<file path="src/rtl/run_detect_pkg.sv">
// Shared types for the run-detector sequencer: FSM state encoding and requester ids.
package run_detect_pkg;

  typedef enum logic [2:0] {
    IDLE  = 3'd0,
    CLEAR = 3'd1,
    SHIFT = 3'd2,
    DRAIN = 3'd3,
    DONE  = 3'd4
  } state_t;

  localparam logic REQ0 = 1'b0;
  localparam logic REQ1 = 1'b1;

  function automatic logic [1:0] id_to_onehot(input logic id);
    return id ? 2'b10 : 2'b01;
  endfunction

endpackage

</file>
<file path="src/rtl/rr_arb2.sv">
// Two-way round-robin arbiter; on a tie the requester that was not served last wins.
module rr_arb2
  import run_detect_pkg::*;
(
  input  logic       en,
  input  logic [1:0] req,
  input  logic       last_id,
  output logic [1:0] win,
  output logic       win_id,
  output logic       win_valid
);

  always_comb begin
    win_id    = REQ0;
    win_valid = 1'b0;
    win       = 2'b00;
    if (en && (req != 2'b00)) begin
      win_valid = 1'b1;
      if (req == 2'b11) begin
        win_id = ~last_id;
      end else if (req[1]) begin
        win_id = REQ1;
      end else begin
        win_id = REQ0;
      end
      win = id_to_onehot(win_id);
    end
  end

endmodule

</file>
<file path="src/rtl/run_detect_sched.sv">
// Shares one serial run detector between two requesters: arbitrate, clear the
// detector, shift the granted word in MSB-first and report how many hits it saw.
module run_detect_sched
  import run_detect_pkg::*;
#(
  parameter int WORD_W = 8,
  parameter int CNT_W  = 4
) (
  input  logic              clk,
  input  logic              reset,
  input  logic              req0,
  input  logic [WORD_W-1:0] data0,
  input  logic              req1,
  input  logic [WORD_W-1:0] data1,
  output logic [1:0]        grant,
  output logic              busy,
  output logic              det_clr,
  output logic              det_w,
  input  logic              det_z,
  output logic              done,
  output logic              done_id,
  output logic [CNT_W-1:0]  hit_count
);

  state_t            state, state_nxt;
  logic [WORD_W-1:0] shreg;
  logic [CNT_W-1:0]  bit_cnt;
  logic [CNT_W-1:0]  acc;
  logic [CNT_W-1:0]  z_inc;
  logic [1:0]        cur_onehot;
  logic              cur_id;
  logic              last_id;
  logic              arb_en;
  logic [1:0]        win;
  logic              win_id;
  logic              win_valid;
  logic              shift_last;

  assign arb_en     = (state == IDLE) && (req0 || req1);
  assign shift_last = (bit_cnt == CNT_W'(WORD_W - 1));
  assign z_inc      = {{(CNT_W-1){1'b0}}, det_z};

  rr_arb2 u_arb (
    .en        (arb_en),
    .req       ({req1, req0}),
    .last_id   (last_id),
    .win       (win),
    .win_id    (win_id),
    .win_valid (win_valid)
  );

  always_ff @(posedge clk or posedge reset) begin
    if (reset) begin
      state <= IDLE;
    end else begin
      state <= state_nxt;
    end
  end

  always_comb begin
    state_nxt = state;
    unique case (state)
      IDLE:    if (win_valid) state_nxt = CLEAR;
      CLEAR:   state_nxt = SHIFT;
      SHIFT:   if (shift_last) state_nxt = DRAIN;
      DRAIN:   state_nxt = DONE;
      DONE:    state_nxt = IDLE;
      default: state_nxt = IDLE;
    endcase
  end

  // Every output is a decode of registered state so nothing leaks from req or det_z.
  always_comb begin
    busy    = (state != IDLE);
    det_clr = (state == CLEAR);
    grant   = (state == CLEAR) ? cur_onehot : 2'b00;
    det_w   = (state == SHIFT) && shreg[WORD_W-1];
    done    = (state == DONE);
  end

  // Pointer resets to REQ1 as last served, so the first tie goes to req0.
  always_ff @(posedge clk or posedge reset) begin
    if (reset) begin
      shreg      <= '0;
      bit_cnt    <= '0;
      acc        <= '0;
      cur_id     <= REQ0;
      cur_onehot <= 2'b00;
      last_id    <= REQ1;
      done_id    <= 1'b0;
      hit_count  <= '0;
    end else begin
      unique case (state)
        IDLE: begin
          if (win_valid) begin
            shreg      <= win_id ? data1 : data0;
            cur_id     <= win_id;
            cur_onehot <= win;
          end
        end
        CLEAR: begin
          bit_cnt <= '0;
          acc     <= '0;
        end
        SHIFT: begin
          shreg   <= shreg << 1;
          bit_cnt <= bit_cnt + CNT_W'(1);
          acc     <= acc + z_inc;
        end
        DRAIN: begin
          hit_count <= acc + z_inc;
          done_id   <= cur_id;
        end
        DONE: begin
          last_id <= cur_id;
        end
        default: begin
        end
      endcase
    end
  end

  a_grant_onehot: assert property (@(posedge clk) disable iff (reset) $onehot0(grant));
  a_done_pulse:   assert property (@(posedge clk) disable iff (reset) done |=> !done);

endmodule

</file>
<file path="config.mk">
export PLATFORM = sky130hd
export DESIGN_NAME = run_detect_sched
export DESIGN_NICKNAME = d
export VERILOG_FILES = /design/src/rtl/run_detect_pkg.sv /design/src/rtl/rr_arb2.sv /design/src/rtl/run_detect_sched.sv
export SDC_FILE = /design/constraint.sdc
export NUM_CORES = 1
export LEC_CHECK = 0
export ABC_AREA = 1
export CORE_MARGIN = 5
export CORE_UTILIZATION = 48
export CTS_BUF_LIST = sky130_fd_sc_hd__clkbuf_8 sky130_fd_sc_hd__clkbuf_16
export DETAILED_ROUTE_END_ITERATION = 7
export PLACE_DENSITY_LB_ADDON = 0.08
export REMOVE_ABC_BUFFERS = 1
export SYNTH_ARGS = -nofsm -noshare
export SYNTH_HDL_FRONTEND = slang
export SYNTH_SLANG_ARGS = --single-unit
</file>
<file path="constraint.sdc">
create_clock -name clk -period 1.6 [get_ports clk]
set_input_delay 0.32 -clock clk [delete_from_list [all_inputs] [get_ports clk]]
set_output_delay 0.32 -clock clk [all_outputs]
set_load 0.02 [all_outputs]
</file>
# Yosys cells after proc, flatten, opt, wreduce, memory -nomap -nowiden
# Cells that the tools add are included.
classes:
  n_mux: 16
  n_eq_ne: 8
  addsub: 2
  reduce_logical: 12
  n_bitwise: 1
ops:
  columns: ["cell", "n"]
  rows:
  - ["$mux 8", 2]
  - ["$pmux 4 s2", 2]
  - ["$pmux 8 s2", 1]
  - ["$pmux 3 s4", 1]
  - ["$eq 3x2->1 const B", 2]
  - ["$mux 2", 3]
  - ["$mux 3", 2]
  - ["$reduce_and 2->1", 3]
  - ["$reduce_bool 2->1", 3]
  - ["$mux 1", 5]
  - ["$add 4x1->4", 1]
  - ["$add 4x1->4 const B", 1]
  - ["$eq 4x3->1 const B", 1]
  - ["$eq 3x1->1 const B", 1]
  - ["$eq 3x3->1 const B", 1]
  - ["$logic_and 1x1->1", 3]
  - ["$logic_not 3->1", 1]
  - ["$reduce_bool 3->1", 1]
  - ["$eq 2x2->1 const B", 1]
  - ["$ne 2x1->1 const B", 1]
  - ["$ne 2x2->1 const B", 1]
  - ["$logic_or 1x1->1", 1]
  - ["$not 1->1", 1]
word_totals:
  input_bits: 21
  ff_bits: 28
  out_inout_bits: 11
  wordCells: 48

# Depth between registers and ports, before layout
logic_depth:
  depth_word: 8
  ltp_mapped: 7
  depth_no_buf: 7

# Hierarchy
# A second synthesis with hierarchy kept.
hier_totals:
  cells_unflattened: 204
  area_unflattened_um2: 1531.5
modules_own_cells:
  columns: ["mod", "cells_per_inst", "seq_area_each_um2", "area_per_inst_um2", "n_inst"]
  rows:
  - ["run_detect_sched", 195, 701.9, 1483.9, 1]
  - ["rr_arb2", 9, 0.0, 47.5, 1]

# Least setup slack after synthesis
# Ideal clock, no wire load.
synth_path:
  kind: "flip-flop to output port"
  startpoint: "register state[0]"
  endpoint: "output det_w"
  t_required_ns: 1.280
  n_path_buf: 1
  path_slack_ns: 0.208
  t_arrival_ns: 1.072
  stages_incl_launch_ff: 5
  cell_sequence: "dfrtp_1 > nor2_4 > nand2_2 > buf_6 > nor2_1"
synth_between:
  elab_chain_len: 2
synth_rtl:
  columns: ["element", "line_no", "rtl"]
  rows:
  - ["start: declaration", "run_detect_sched.sv:25", "state_t state, state_nxt;"]
  - ["start signal: assignment", "run_detect_sched.sv:56", "state <= state_nxt;"]
  - ["$eq 3x2->1", "run_detect_sched.sv:77", "det_w = (state == SHIFT) && shreg[WORD_W-1];"]
  - ["$logic_and 1x1->1", "run_detect_sched.sv:77", null]
  - ["end: declaration", "run_detect_sched.sv:18", "output logic det_w,"]
# Every way passes these cells.

# Worst setup path in the final report
layout_path:
  startpoint: "register hit_count[2]"
  endpoint: "output hit_count[2]"
layout_rtl:
  columns: ["element", "line_no", "rtl"]
  rows:
  - ["start: declaration", "run_detect_sched.sv:22", "output logic [CNT_W-1:0] hit_count"]
  - ["start signal: assignment", "run_detect_sched.sv:111", "hit_count <= acc + z_inc;"]
# No word-level cell between the ends.

==> impl_metrics.py <==
metrics = {
    "critical_path": {
        "crit_family": "buffers and inverters",
        "path_buf_inv": 1,
        "critPathMaxFanout": 2,
        "cp_cell_sequence": "clkdlybuf4s50_1",
        "slowest_stage": "clkdlybuf4s50_1",
        "crit_path_max_incr_delay_ns": 0.60,
        "worstSetupPathType": "flip-flop to output pin",
        "cp-start-kind": "flip-flop",
        "arrival_ns": 1.23,
        "critPathCaptureType": "output pin",
        "cp.required_ns": 1.28,
    },
    "min_path": {
        "min_path_type": "primary input to asynchronous set/reset pin",
    },
    "clocking": {
        "cts_tree": "done",
        "insertion_delay_ns": 0.27,
        "cts.path.max_buffers": 2,
        "root_buffer": "clkbuf_8",
        "path_clk_slew_ns": 0.09,
        "clock-sinks": 27,
        "numCtsBuffers": 3,
        "htreeDepth": 1,
    },
    "routing": {
        "wl_mm": 3.042,
        "vias_per_cell": 5.098,
        "final_antenna_net_count": 0,
        "drt_iter0_markers": 46,
        "drcViolationCount": 0,
        "top_layer": "met4",
        "met3WireLength_um": 80,
        "wl_met1_mm": 1.314,
        "dr.pass1.iters": 6,
        "met2_length_mm": 1.618,
        "wl_per_cell_um": 13.00,
        "via_count": 1193,
    },
    "floorplanning": {
        "die_h_um": 62.86,
        "initial_utilization": 0.4949,
        "dieArea_um2": 3951,
        "die_w_um": 62.86,
        "rows": 19,
        "io_pins": 32,
        "core_um2": 2710,
    },
    "power_and_ir_drop": {
        "p_total_mw": 3.257,
        "switching_share": 0.4250,
        "p_clk_frac": 0.120,
        "powerDensity_nw_per_um2": 1815,
        "p_int_mw": 1.873,
        "p_seq_frac": 0.351,
        "pwr-share-comb": 0.529,
        "peakVddDrop_v": 0.001061,
        "power.leakage_nw": 0.9123,
        "p_switching_mw": 1.384,
    },
    "global_route": {
        "grt_pass1_wl_mm": 5.554,
        "grt_pass1_vias": 1284,
        "gr-usage-all-layers": 0.1737,
        "grt_max_degree": 28,
        "antenna_found_initial": 0,
        "gr-total-overflow": 0,
    },
    "final_layout": {
        "layout.nets": 228,
        "diodes": 0,
        "seq_area_um2": 678.2,
        "multi_input_area_um2": 584.3,
        "fillers": 246,
        "stdcell_count": 234,
        "drive_above_1_share": 0.1921,
        "syn2layout_area_growth_pct": 33.77,
    },
    "run_status": {
        "status": "finished clean",
    },
    "timing": {
        "hold_viol": 0,
        "fin_skew_ns": 0.001263,
        "setup_violations": 0,
        "tightest_slew_ns": 0.4341,
        "relSlewSlack": 0.7098,
        "period_needed_ns": 1.553,
        "slew_violations": 0,
        "finalCritPeriodShare": 0.9708,
        "fmax_ghz": 0.6438,
    },
    "logic_synthesis": {
        "synth.avg_cell_area_um2": 8.489,
        "syn_area_um2": 1341,
        "syn_inst": 158,
        "ys_warn_count": 0,
        "yosysSeqAreaShare": 0.5047,
        "synth_cell_types": 25,
        "ys_ff_latch": 27,
    },
    "placement": {
        "dp_cells": 229,
        "gp_congestion": 0.7545,
        "portBuffers": 31,
        "dp_hpwl_mm": 2.296,
    },
    "job": {
        "maxCapViolCount": 0,
    },
}
==> cell usage in the layout (no fill, tap or decap), types with 2 or more instances in the layout <==
| cell type | count |
|---|---|
| a21oi_1 | 4 |
| and2_1 | 5 |
| buf_2 | 5 |
| buf_4 | 13 |
| clkbuf_8 | 3 |
| clkdlybuf4s50_1 | 21 |
| clkinv_1 | 2 |
| dfrtp_1 | 25 |
| dlymetal6s2s_1 | 4 |
| ha_1 | 3 |
| inv_1 | 12 |
| inv_2 | 3 |
| nand2_1 | 36 |
| nand2_2 | 2 |
| nand3_1 | 8 |
| nor2_1 | 18 |
| o21ai_0 | 5 |
| o21ai_1 | 17 |
| o21ai_2 | 6 |
==> metal layers <==
metal  up-vias  track usage
li1        594            -
met1       568       0.1989
met2        27       0.3141
met3         4      0.03058
met4         0      0.06897
met5         -            0
==> flip-flops by register name, indices dropped and copies added (netlist names) <==
| signal | count |
|---|---|
| shreg | 8 |
| cur_onehot | 2 |
| done_id | 1 |
| state | 3 |
| bit_cnt | 4 |
| hit_count | 4 |
| acc | 4 |
| last_id | 1 |
==> area by class of cell <==
class / count / area share
Sequential cell: 27 / 0.3780
Multi-Input combinational cell: 112 / 0.3257
Timing Repair Buffer: 43 / 0.2134
Inverter: 17 / 0.03556
Clock buffer: 3 / 0.02301
Tap cell: 31 / 0.02162
Clock inverter: 1 / 0.002789
==> metrics by stage <==
stage | cell area (um^2) | worst slack (ns) | setup TNS [ns] | hold WS (ns) | utilization
after global routing | 1794 | -0.007846 | -0.01023 | 0.4313 | 0.6621
final | 1794 | 0.04676 | 0 | 0.3912 | 0.6621
after floorplan | 1325 | 0.2529 | 0 | 0.3720 | -
after CTS | 1799 | 0.001089 | 0 | 0.4050 | 0.6639
after global placement | 1757 | -0.03582 | -0.2587 | 0.4537 | 0.6482
after detailed placement | 1757 | -0.05625 | -0.4156 | 0.4627 | 0.6482
==> synthesized netlist by cell type <==
library cell  instances  area [um^2]
nand3_2               1        10.01
dfrtp_1              26        650.6
o21bai_1              1        7.510
nand2_2               2        12.51
and2_1                5        31.28
clkinv_1              2        7.510
xor2_1                1        8.760
xnor2_1               1        8.760
o21ai_0               5        25.02
nor2_4                1        11.26
inv_2                 3        11.26
nor2_2                1        6.260
inv_1                12        45.04
nand3_1               8        40.04
buf_6                 1        11.26
a21oi_4               1        16.27
dfstp_2               1        26.28
nand2_1              36        135.1
ha_1                  3        37.54
a22o_1                1        8.760
o21ai_2               6        52.55
nor2_1               18        67.56
a21oi_1               4        20.02
o21ai_1              17        85.08
buf_2                 1        5.000
==> cells by family (layout without fill, tap and decap cells) <==
group / after synthesis / in the layout / synth area share
AND/OR/NAND/NOR: 72 / 72 / 0.2341
AO/OA/AOI/OAI: 35 / 35 / 0.1605
flip-flops: 27 / 27 / 0.5047
buffers and inverters: 19 / 64 / 0.05970
adder cells (fa/ha/maj): 3 / 3 / 0.02799
XOR/XNOR: 2 / 2 / 0.01306
==> worst reg2reg max path: cells and delay by family, from the launching register on <==
| family | cells | cell delay [ns] |
|---|---|---|
| and+or+nand+nor | 2 | 0.17 |
| DFF | 1 | 0.44 |
| buffers and inverters | 2 | 0.28 |
| AOI/OAI and AO/OA | 3 | 0.46 |
==> what timing repair did <==
action | in CTS | in global routing
hold buffers | 0 | 0
buffers inserted | 0 | 1
gates resized for setup | 21 | 9
endpoints found under the hold margin | 0 | 0
setup endpoints to repair | 6 | 9
==> final timing paths <==
check / from / to / slack (ns) / cells after the start
worst max-delay path: hit_count[2]$_DFFE_PP0P_ / hit_count[2] / 0.05 / 1
worst min-delay path: reset / bit_cnt[0]$_DFFE_PP0P_ / 0.39 / 3
worst max register to register: state[0]$_DFFE_PP0P_ / shreg[1]$_DFFE_PP0P_ / 0.20 / 7
worst min register to register: bit_cnt[3]$_DFFE_PP0P_ / bit_cnt[3]$_DFFE_PP0P_ / 0.47 / 1
max in group asynchronous: reset / last_id$_DFFE_PP1P_ / 0.90 / 3
min in group clk: bit_cnt[3]$_DFFE_PP0P_ / bit_cnt[3]$_DFFE_PP0P_ / 0.47 / 1
==> power groups by stage <==
stage | Clock (mW) | Combinational, mW | Sequential (mW)
detailed placement | 0 | 1.76 | 1.16
global placement | 0 | 1.72 | 1.15
CTS | 0.400 | 1.75 | 1.15
floorplan | 0 | 1.01 | 1.20
finish | 0.391 | 1.72 | 1.14
global route | 0.450 | 1.96 | 1.19
No activity file was read; power rests on OpenSTA's default activity.
